## config.mk

```make
export PLATFORM = sky130hd
export DESIGN_NAME = clk_div_multi_flat
export DESIGN_NICKNAME = d
export VERILOG_FILES = /design/src/rtl/clk_div_multi_pkg.sv /design/src/rtl/clk_div_multi_if.sv /design/src/rtl/clk_div_multi_chan.sv /design/src/rtl/clk_div_multi.sv /design/src/flat_wrapper.sv
export SDC_FILE = /design/constraint.sdc
export NUM_CORES = 1
export LEC_CHECK = 0
export ABC_AREA = 1
export CAP_MARGIN = 20
export CORE_ASPECT_RATIO = 0.5
export CORE_UTILIZATION = 39
export CTS_CLUSTER_DIAMETER = 60
export CTS_CLUSTER_SIZE = 25
export DETAILED_ROUTE_END_ITERATION = 8
export SLEW_MARGIN = 20
export SYNTH_ARGS = -nofsm -noshare
export SYNTH_HDL_FRONTEND = slang
export SYNTH_SLANG_ARGS = --single-unit
```

## constraint.sdc

```tcl
create_clock -name clk_in -period 6.9 [get_ports clk_in]
set_input_delay 0.69 -clock clk_in [delete_from_list [all_inputs] [get_ports clk_in]]
set_output_delay 0.69 -clock clk_in [all_outputs]
set_load 0.01 [all_outputs]
```

## src/rtl/clk_div_multi_pkg.sv

```systemverilog
// Shared types and helpers for the multi-channel clock divider.
package clk_div_pkg;

  typedef enum logic {
    IDLE = 1'b0,
    RUN  = 1'b1
  } chan_state_t;

  // Channel-select width; a single channel still needs a 1-bit select.
  function automatic int chan_w(input int n);
    return (n > 1) ? $clog2(n) : 1;
  endfunction

  localparam int DEF_CHANNELS = 4;
  localparam int CHAN_W       = chan_w(DEF_CHANNELS);

  // ceil(p/2) without an adder carry into a wider result.
  function automatic logic [31:0] half_up(input logic [31:0] p);
    return (p >> 1) + {31'd0, p[0]};
  endfunction

endpackage

```

## src/rtl/clk_div_multi_if.sv

```systemverilog
// Config write port: valid/ready handshake plus a one-cycle reject pulse.
interface clk_div_multi_if #(
  parameter int CHAN_W    = 2,
  parameter int CNT_WIDTH = 16
);
  logic                 cfg_valid;
  logic                 cfg_ready;
  logic [CHAN_W-1:0]    cfg_chan;
  logic [CNT_WIDTH-1:0] cfg_div;
  logic                 cfg_err;

  modport master (
    output cfg_valid, cfg_chan, cfg_div,
    input  cfg_ready, cfg_err
  );

  modport slave (
    input  cfg_valid, cfg_chan, cfg_div,
    output cfg_ready, cfg_err
  );
endinterface

```

## src/rtl/clk_div_multi_chan.sv

```systemverilog
// One divider channel: counter, active/pending period and registered outputs.
module clk_div_chan
  import clk_div_pkg::*;
#(
  parameter int CNT_WIDTH   = 16,
  parameter int DEFAULT_DIV = 2
) (
  input  logic                 clk_in,
  input  logic                 arst,
  input  logic                 en,
  input  logic                 sync,
  input  logic                 wr,
  input  logic [CNT_WIDTH-1:0] wr_div,
  output logic                 pend,
  output logic                 div_out,
  output logic                 tick
);

  localparam logic [CNT_WIDTH-1:0] DEF_P = CNT_WIDTH'(DEFAULT_DIV);
  localparam logic [CNT_WIDTH-1:0] ONE   = CNT_WIDTH'(1);

  chan_state_t          state;
  logic [CNT_WIDTH-1:0] cnt, per, q;
  logic [CNT_WIDTH-1:0] per_nxt, cnt_nxt, half;
  logic                 restart, wrap, boundary, apply;

  // A pending period only lands on a boundary, or straight away when idle,
  // so the output never sees a half-finished period.
  always_comb begin
    restart  = en && ((state == IDLE) || sync);
    wrap     = en && (state == RUN) && (cnt == per - ONE);
    boundary = restart || wrap;
    apply    = pend && (boundary || (state == IDLE));
    per_nxt  = apply ? q : per;
    cnt_nxt  = boundary ? '0 : cnt + ONE;
    half     = CNT_WIDTH'(half_up(32'(per_nxt)));
  end

  always_ff @(posedge clk_in or posedge arst) begin
    if (arst) begin
      state   <= IDLE;
      cnt     <= '0;
      per     <= DEF_P;
      q       <= DEF_P;
      pend    <= 1'b0;
      div_out <= 1'b0;
      tick    <= 1'b0;
    end else begin
      per <= per_nxt;
      // Writes are only accepted with pend clear, so they never race an apply.
      if (wr && !pend) begin
        q    <= wr_div;
        pend <= 1'b1;
      end else if (apply) begin
        pend <= 1'b0;
      end
      if (!en) begin
        state   <= IDLE;
        cnt     <= '0;
        tick    <= 1'b0;
        div_out <= 1'b0;
      end else begin
        state   <= RUN;
        cnt     <= cnt_nxt;
        tick    <= boundary;
        div_out <= (cnt_nxt < half);
      end
    end
  end

endmodule

```

## src/rtl/clk_div_multi.sv

```systemverilog
// Multi-channel programmable divider: config decode plus an array of channels.
module clk_div_multi
  import clk_div_pkg::*;
#(
  parameter int CHANNELS    = 4,
  parameter int CNT_WIDTH   = 16,
  parameter int DEFAULT_DIV = 2
) (
  input  logic                clk_in,
  input  logic                arst,
  input  logic [CHANNELS-1:0] en,
  input  logic                sync,
  clk_div_multi_if.slave      cfg,
  output logic [CHANNELS-1:0] div_out,
  output logic [CHANNELS-1:0] tick
);

  localparam int CW = chan_w(CHANNELS);

  logic [CHANNELS-1:0] pend, wr;
  logic                bad, pend_sel;

  // Rejected writes are always ready so a bad request can never stall the port.
  always_comb begin
    bad      = (cfg.cfg_div == '0) ||
               ({1'b0, cfg.cfg_chan} >= (CW+1)'(CHANNELS));
    pend_sel = 1'b0;
    for (int i = 0; i < CHANNELS; i++) begin
      if (cfg.cfg_chan == CW'(i)) pend_sel = pend[i];
      wr[i] = cfg.cfg_valid && !bad && (cfg.cfg_chan == CW'(i)) && !pend[i];
    end
  end

  assign cfg.cfg_ready = bad || !pend_sel;

  always_ff @(posedge clk_in or posedge arst) begin
    if (arst) cfg.cfg_err <= 1'b0;
    else      cfg.cfg_err <= cfg.cfg_valid && bad;
  end

  for (genvar g = 0; g < CHANNELS; g++) begin : g_chan
    clk_div_chan #(
      .CNT_WIDTH   (CNT_WIDTH),
      .DEFAULT_DIV (DEFAULT_DIV)
    ) u_chan (
      .clk_in  (clk_in),
      .arst    (arst),
      .en      (en[g]),
      .sync    (sync),
      .wr      (wr[g]),
      .wr_div  (cfg.cfg_div),
      .pend    (pend[g]),
      .div_out (div_out[g]),
      .tick    (tick[g])
    );
  end

endmodule

```

## src/flat_wrapper.sv

```systemverilog
// flat-port wrapper written by rule: the top's interface ports become plain ports
module clk_div_multi_flat import clk_div_pkg::*;
#(
  parameter int CHANNELS    = 4,
  parameter int CNT_WIDTH   = 16,
  parameter int DEFAULT_DIV = 2
)
  (clk_in, arst, en, sync, div_out, tick, cfg_cfg_valid, cfg_cfg_chan, cfg_cfg_div, cfg_cfg_ready, cfg_cfg_err);
  clk_div_multi_if #(.CHAN_W((3)), .CNT_WIDTH(CNT_WIDTH)) cfg_i ();
  input  logic clk_in;
  input  logic arst;
  input  logic [CHANNELS-1:0] en;
  input  logic sync;
  output logic [CHANNELS-1:0] div_out;
  output logic [CHANNELS-1:0] tick;
  input wire logic [$bits(cfg_i.cfg_valid)-1:0] cfg_cfg_valid;
  input wire logic [$bits(cfg_i.cfg_chan)-1:0] cfg_cfg_chan;
  input wire logic [$bits(cfg_i.cfg_div)-1:0] cfg_cfg_div;
  output wire logic [$bits(cfg_i.cfg_ready)-1:0] cfg_cfg_ready;
  output wire logic [$bits(cfg_i.cfg_err)-1:0] cfg_cfg_err;
  assign cfg_i.cfg_valid = cfg_cfg_valid;
  assign cfg_i.cfg_chan = cfg_cfg_chan;
  assign cfg_i.cfg_div = cfg_cfg_div;
  assign cfg_cfg_ready = cfg_i.cfg_ready;
  assign cfg_cfg_err = cfg_i.cfg_err;
  clk_div_multi #(.CHANNELS(CHANNELS), .CNT_WIDTH(CNT_WIDTH), .DEFAULT_DIV(DEFAULT_DIV)) u_core (.clk_in(clk_in), .arst(arst), .en(en), .sync(sync), .cfg(cfg_i), .div_out(div_out), .tick(tick));
endmodule
```

# Word-level counts from Yosys, hierarchy flattened
# Cells that the tools add are included.
dict set report totals {
  register_bits 209
  inputBits 27
  output_inout_bits 10
  elab_cells 149
}
dict set report classes {
  addsub 12
  n_lt_le_gt_ge 5
  eq_ne 7
  muxes 36
  bitwise_logic 4
  reduce_logical 56
}
# op n
set op_table {}
lappend op_table {{$mux 16} 12}
lappend op_table {{$add 15x1->16} 4}
lappend op_table {{$add 16x1->16 const B} 4}
lappend op_table {{$eq 16x16->1} 4}
lappend op_table {{$lt 16x16->1} 4}
lappend op_table {{$sub 16x1->16 const B} 4}
lappend op_table {{$logic_and 1x1->1} 30}
lappend op_table {{$mux 1} 24}
lappend op_table {{$logic_not 16->1} 1}
lappend op_table {{$logic_or 1x1->1} 14}
lappend op_table {{$reduce_bool 2->1} 4}
lappend op_table {{$eq 3x2->1 const B} 2}
lappend op_table {{$logic_not 1->1} 6}
lappend op_table {{$not 1->1} 4}
lappend op_table {{$eq 3x1->1 const B} 1}
lappend op_table {{$ge 3x3->1 const B} 1}
lappend op_table {{$logic_not 3->1} 1}

# Logic depth before layout (Yosys ltp)
dict set report logic_depth {
  ltp_word 10
  mapped_depth 32
  mapped_depth_nobuf 31
}

# By module
# From an unflattened synthesis, not the netlist that was laid out.
dict set report unflattened {
  hier_cells 1883
  hier_area_um2 15028.2
}
# module n_inst cells_per_inst area_each_um2 seq_area_each_um2
set modules_own_cells {}
lappend modules_own_cells {clk_div_chan 4 461 3704.8 1303.8}
lappend modules_own_cells {clk_div_multi 1 39 209.0 25.0}

# Worst setup path after synthesis
# Ideal clock, no wire load.
dict set report synth_path {
  kind {register to register}
  from {reg u_core.g_chan[1].u_chan.per[1]}
  to {reg u_core.g_chan[1].u_chan.div_out}
  setup_time_ns 0.128
  arrival_ns 3.672
  required_ns 6.772
  slack_ns 3.100
  path_stages_with_launch 33
  path_buffers 1
  period_less_slack_ns 3.800
  path_cell_list {dfstp_2 -> inv_1 -> ha_1 -> nand2_1 -> nor2_1 -> nand2_1 -> nand2_1 -> nand3_1 -> nand2_1 -> nor2_1 -> nand2_1 -> nor2_1 -> nand3_2 -> nand3_2 -> nand2_1 -> buf_6 -> inv_1 -> nand2_1 -> o21ai_0 -> ha_1 -> ha_1 -> nand3_1 -> nor2_2 -> nand2_1 -> o21ai_1 -> nand2_1 -> ha_1 -> nand2_1 -> nor2_1 -> a211oi_1 -> o21a_1 -> o21ai_0 -> a21oi_1}
}
dict set report synth_between {
  elab_chain_len 10
  word_cells_on_any_way 11
  classes_between {add/sub: 2; order compare: 1; eq/ne: 1; mux: 3; reduce/logical: 4}
}
# item line
set synth_rtl {}
lappend synth_rtl {{from (decl)} clk_div_multi_chan.sv:23} ;# logic [CNT_WIDTH-1:0] cnt, per, q;
lappend synth_rtl {{from (signal assigned)} clk_div_multi_chan.sv:49} ;# per <= per_nxt;
lappend synth_rtl {{$sub 16x1->16} clk_div_multi_chan.sv:31} ;# wrap = en && (state == RUN) && (cnt == per - ONE);
lappend synth_rtl {{$eq 16x16->1} clk_div_multi_chan.sv:31}
lappend synth_rtl {{$logic_and 1x1->1} clk_div_multi_chan.sv:31}
lappend synth_rtl {{$logic_or 1x1->1} clk_div_multi_chan.sv:32} ;# boundary = restart || wrap;
lappend synth_rtl {{$logic_or 1x1->1} clk_div_multi_chan.sv:33} ;# apply = pend && (boundary || (state == IDLE));
lappend synth_rtl {{$logic_and 1x1->1} clk_div_multi_chan.sv:33}
lappend synth_rtl {{$mux 16 *} clk_div_multi_chan.sv:34} ;# per_nxt = apply ? q : per;
lappend synth_rtl {{named net u_core.g_chan[1].u_chan.per_nxt[1]} clk_div_multi_chan.sv:24} ;# logic [CNT_WIDTH-1:0] per_nxt, cnt_nxt, half;
lappend synth_rtl {{$add 15x1->16 *} clk_div_multi_pkg.sv:19} ;# return (p >> 1) + {31'd0, p[0]};
lappend synth_rtl {{$lt 16x16->1 *} clk_div_multi_chan.sv:66} ;# div_out <= (cnt_nxt < half);
lappend synth_rtl {{$mux 1 *} clk_div_multi_chan.sv:57} ;# if (!en) begin
lappend synth_rtl {{to (signal assigned)} clk_div_multi_chan.sv:66}
lappend synth_rtl {{to (decl)} clk_div_multi_chan.sv:15} ;# output logic div_out,
# The timed path passes the listed nets; every way through them passes the cells marked *.
# A chain may end at the register's enable or synchronous reset.

# Worst setup path after layout
dict set report layout_path {
  from {reg u_core.g_chan[1].u_chan.per[0]}
  to {reg u_core.g_chan[1].u_chan.div_out}
}
dict set report layout_between {
  elab_chain_len 10
  word_cells_on_any_way 11
  classes_between {add/sub: 2; order compare: 1; eq/ne: 1; mux: 3; reduce/logical: 4}
}
# item line
set layout_rtl {}
lappend layout_rtl {{$sub 16x1->16} clk_div_multi_chan.sv:31}
lappend layout_rtl {{$eq 16x16->1} clk_div_multi_chan.sv:31}
lappend layout_rtl {{$logic_and 1x1->1} clk_div_multi_chan.sv:31}
lappend layout_rtl {{$logic_or 1x1->1} clk_div_multi_chan.sv:32}
lappend layout_rtl {{$logic_or 1x1->1} clk_div_multi_chan.sv:33}
lappend layout_rtl {{$logic_and 1x1->1} clk_div_multi_chan.sv:33}
lappend layout_rtl {{$mux 16} clk_div_multi_chan.sv:34}
lappend layout_rtl {{named net u_core.g_chan[1].u_chan.per_nxt[1]} clk_div_multi_chan.sv:24}
lappend layout_rtl {{$add 15x1->16} clk_div_multi_pkg.sv:19}
lappend layout_rtl {{$lt 16x16->1} clk_div_multi_chan.sv:66}
lappend layout_rtl {{$mux 1} clk_div_multi_chan.sv:57}
# The timed path passes the listed nets, and every way through them passes these cells.

==> metrics.txt <==
reg2reg path depth=30; initial antenna violation count=0; die area=0.03898 mm²; fin crit share=73.38%; minimum clock period=5.063 ns; Syn Inst Count=2,187; #FFs+latches synth=209; CORE AREA=0.03747 mm²; Slew @ Worst Pin=1.005 ns; clk slew on worst S/H paths=0.10 ns; setup violators final=0; Max clock buf depth=3; Worst-Skew Late Latency=0.54 ns; WS Path Type=reg2reg; drt first pass iters=7; worst slack at placement=1.627 ns; vias=12,940; count of non-filler cells in the finished layout=2,705; top layer in use=met4; length of routed wiring on met1=19,400 µm; CP Capture Point=u_core.g_chan[1].u_chan.div_out; Worst R2R End=u_core.g_chan[1].u_chan.div_out; Seq/Total Area, Yosys=35.23%; RR Startpoint=u_core.g_chan[1].u_chan.per[0]; Async SR Flop Fraction=100.0%; f_max=197.5 MHz; number of H-tree levels=1; # port buffers=36; total grt overflow=0; vias in the first global route=11,720; diodes inserted=0; CP required=7.32 ns; crit path launch=u_core.g_chan[1].u_chan.per[0]; # rows=50; RSZ-0062 raised after global routing=false; layout cells sized above 1=5.925%; Yosys warnings=0; die width=278.2 µm; Final Hold Viols=0; drt wl/cell=13.75 µm; largest net degree at the start of global routing=141; kind of start point of the critical path=flip-flop; critical path endpoint category=flip-flop; Setup Skew=0.03009 ns; Placed Instances=2,675; hold crit path type=reg2reg; Pins Over Slew Limit=0; VDD IR max=123.4 µV; Yosys cell types=42; Syn Std Cell Area=0.01488 mm²; # Post-CTS Setup Buffers=0; Mean Syn Cell Area=6.802 µm²; first-pass GRT wire length=61,400 µm; routability cong.=0.8801; hold buffers post-CTS=0; flop2flop setup slack=1.84 ns; DP Wirelength=28,420 µm; Design Power=4.343 mW; status=finished, final reports clean; setup TNS=0 ns; CP Max Fanout=20; I/O pin count=37; met2 WL post-DR=15,290 µm; main flop type after synthesis=dfrtp_1; DRC Markers=0; worst setup margin=1.837 ns; TritonCTS clock tree=yes; Relative slew margins=32.74%; Routed Antenna Nets=0; CTS Root Cell=clkbuf_16; clk sinks=209; max_cap viols=0; Tot GR Track Use=19.56%; Most common cell on crit path=nand2_1; cts bufs inserted=17; Max stage delay on crit path=0.46 ns; DR iter-0 viols=867; synthesis-to-finish area growth=9.076%; Leak Pwr=8.368 nW; WP data arrival=5.48 ns; CP max-delay cell=nand2_1; post-CTS sizing=0; met3 WL=1907 µm; WL final=37,200 µm; Die Ht=140.1 µm; pwr dens=267.7 mW/mm²; Initial Util=39.70%; nets@finish=2,303; Vias/cell=4.783; Net Count, Synth=2,290; EDFF count, synth=0
## registers in the layout, indices dropped and copies added (netlist names)
| register | count |
|---|---|
| u_core.cfg.cfg_err | 1 |
| u_core.g_chan.u_chan.cnt | 64 |
| u_core.g_chan.u_chan.pend | 4 |
| u_core.g_chan.u_chan.div_out | 4 |
| u_core.g_chan.u_chan.tick | 4 |
| u_core.g_chan.u_chan.per | 64 |
| u_core.g_chan.u_chan.state | 4 |
| u_core.g_chan.u_chan.q | 64 |
## stage by stage
step | hold WS, ns | cell area, µm² | utilization [%]
3_5_place_dp | 0.4597 | 15630 | 41.71
3_3_place_gp | 0.4539 | 15630 | 41.71
5_1_grt | 0.5007 | 16230 | 43.30
6_report | 0.4800 | 16230 | 43.30
4_1_cts | 0.4857 | 16230 | 43.30
2_1_floorplan | 0.4425 | 14880 | -
## area by class of cell
class / instances / area, µm²
Clock inverter: 12 / 166.4
Fill cell: 3834 / 21250
Tap cell: 494 / 618.1
Multi-Input combinational cell: 1582 / 8056
Inverter: 349 / 1318
Sequential cell: 209 / 5240
Clock buffer: 18 / 429.2
Timing Repair Buffer: 41 / 397.9
## placed cells by master (no fill, tap or decap), types with 20 or more instances in the layout
cell / Yosys / final
inv_1: 338 / 337
xor2_1: 47 / 47
a21oi_1: 38 / 38
nand3_1: 150 / 150
dfrtp_1: 201 / 201
nand3b_1: 20 / 20
nand4_1: 31 / 31
nand2_1: 707 / 707
xnor2_1: 37 / 37
ha_1: 76 / 76
o21ai_0: 80 / 80
nor2_2: 26 / 26
nor2_1: 232 / 232
clkdlybuf4s50_1: 0 / 36
nor3_1: 39 / 38
## report_power, final
group / switching (mW) / internal [mW] / total (mW)
Sequential: 0.220 / 1.43 / 1.65
Clock: 0.576 / 0.503 / 1.08
Combinational: 1.04 / 0.572 / 1.61
Total: 1.84 / 2.51 / 4.34
## routing by layer
layer  track usage, %  vias up
li1                 -     6855
met1            29.74     5794
met2            29.47      252
met3            2.719       36
met4            3.635        0
met5                0        -
## critical path: cells and delay by family, from the launching register on
family / cells / cell delay (ns)
AND/OR/NAND/NOR: 18 / 2.54
adder cells (fa/ha/maj): 4 / 0.91
AO/OA/AOI/OAI: 6 / 0.66
flip-flops: 1 / 0.41
buffers and inverters: 2 / 0.40
## worst min path at each step
| stage | start | endpoint | slack [ns] | cells after the start |
|---|---|---|---|---|
| 2_1_floorplan | u_core.g_chan[2].u_chan.q[10] | u_core.g_chan[2].u_chan.q[10] | 0.44 | 2 |
| 6_report | u_core.g_chan[3].u_chan.q[14] | u_core.g_chan[3].u_chan.q[14] | 0.48 | 2 |
| 3_3_place_gp | u_core.g_chan[2].u_chan.q[13] | u_core.g_chan[2].u_chan.q[13] | 0.45 | 2 |
| 3_5_place_dp | u_core.g_chan[3].u_chan.q[14] | u_core.g_chan[3].u_chan.q[14] | 0.46 | 2 |
| 5_1_grt | u_core.g_chan[3].u_chan.q[14] | u_core.g_chan[3].u_chan.q[14] | 0.50 | 2 |
| 4_1_cts | u_core.g_chan[3].u_chan.q[14] | u_core.g_chan[3].u_chan.q[14] | 0.49 | 2 |
## Yosys cell counts (9+ instances only)
| cell | number | area [µm²] |
|---|---|---|
| o21ai_0 | 80 | 400.4 |
| a211oi_1 | 11 | 82.58 |
| nor2_2 | 26 | 162.7 |
| ha_1 | 76 | 950.9 |
| dfrtp_1 | 201 | 5030 |
| nor2_1 | 232 | 870.8 |
| inv_2 | 9 | 33.78 |
| nand3b_1 | 20 | 150.1 |
| buf_4 | 12 | 90.09 |
| nor3b_1 | 9 | 67.56 |
| nand3_1 | 150 | 750.7 |
| nand2_1 | 707 | 2654 |
| xor2_1 | 47 | 411.6 |
| nand2_2 | 17 | 106.4 |
| nor3_1 | 39 | 195.2 |
| clkbuf_1 | 18 | 67.56 |
| a21oi_1 | 38 | 190.2 |
| nand4_1 | 31 | 193.9 |
| inv_1 | 338 | 1269 |
| xnor2_1 | 37 | 324.1 |
## cell families after synthesis
family | count (synthesis) | synth area share, %
buffers and inverters | 396 | 10.65
multiplexers | 6 | 0.4542
XOR/XNOR | 84 | 4.946
flip-flops | 209 | 35.23
AND/OR/NAND/NOR | 1264 | 36.66
AO/OA/AOI/OAI | 152 | 5.669
adder cells (fa/ha/maj) | 76 | 6.392
Power figures use the tool's default switching activity.
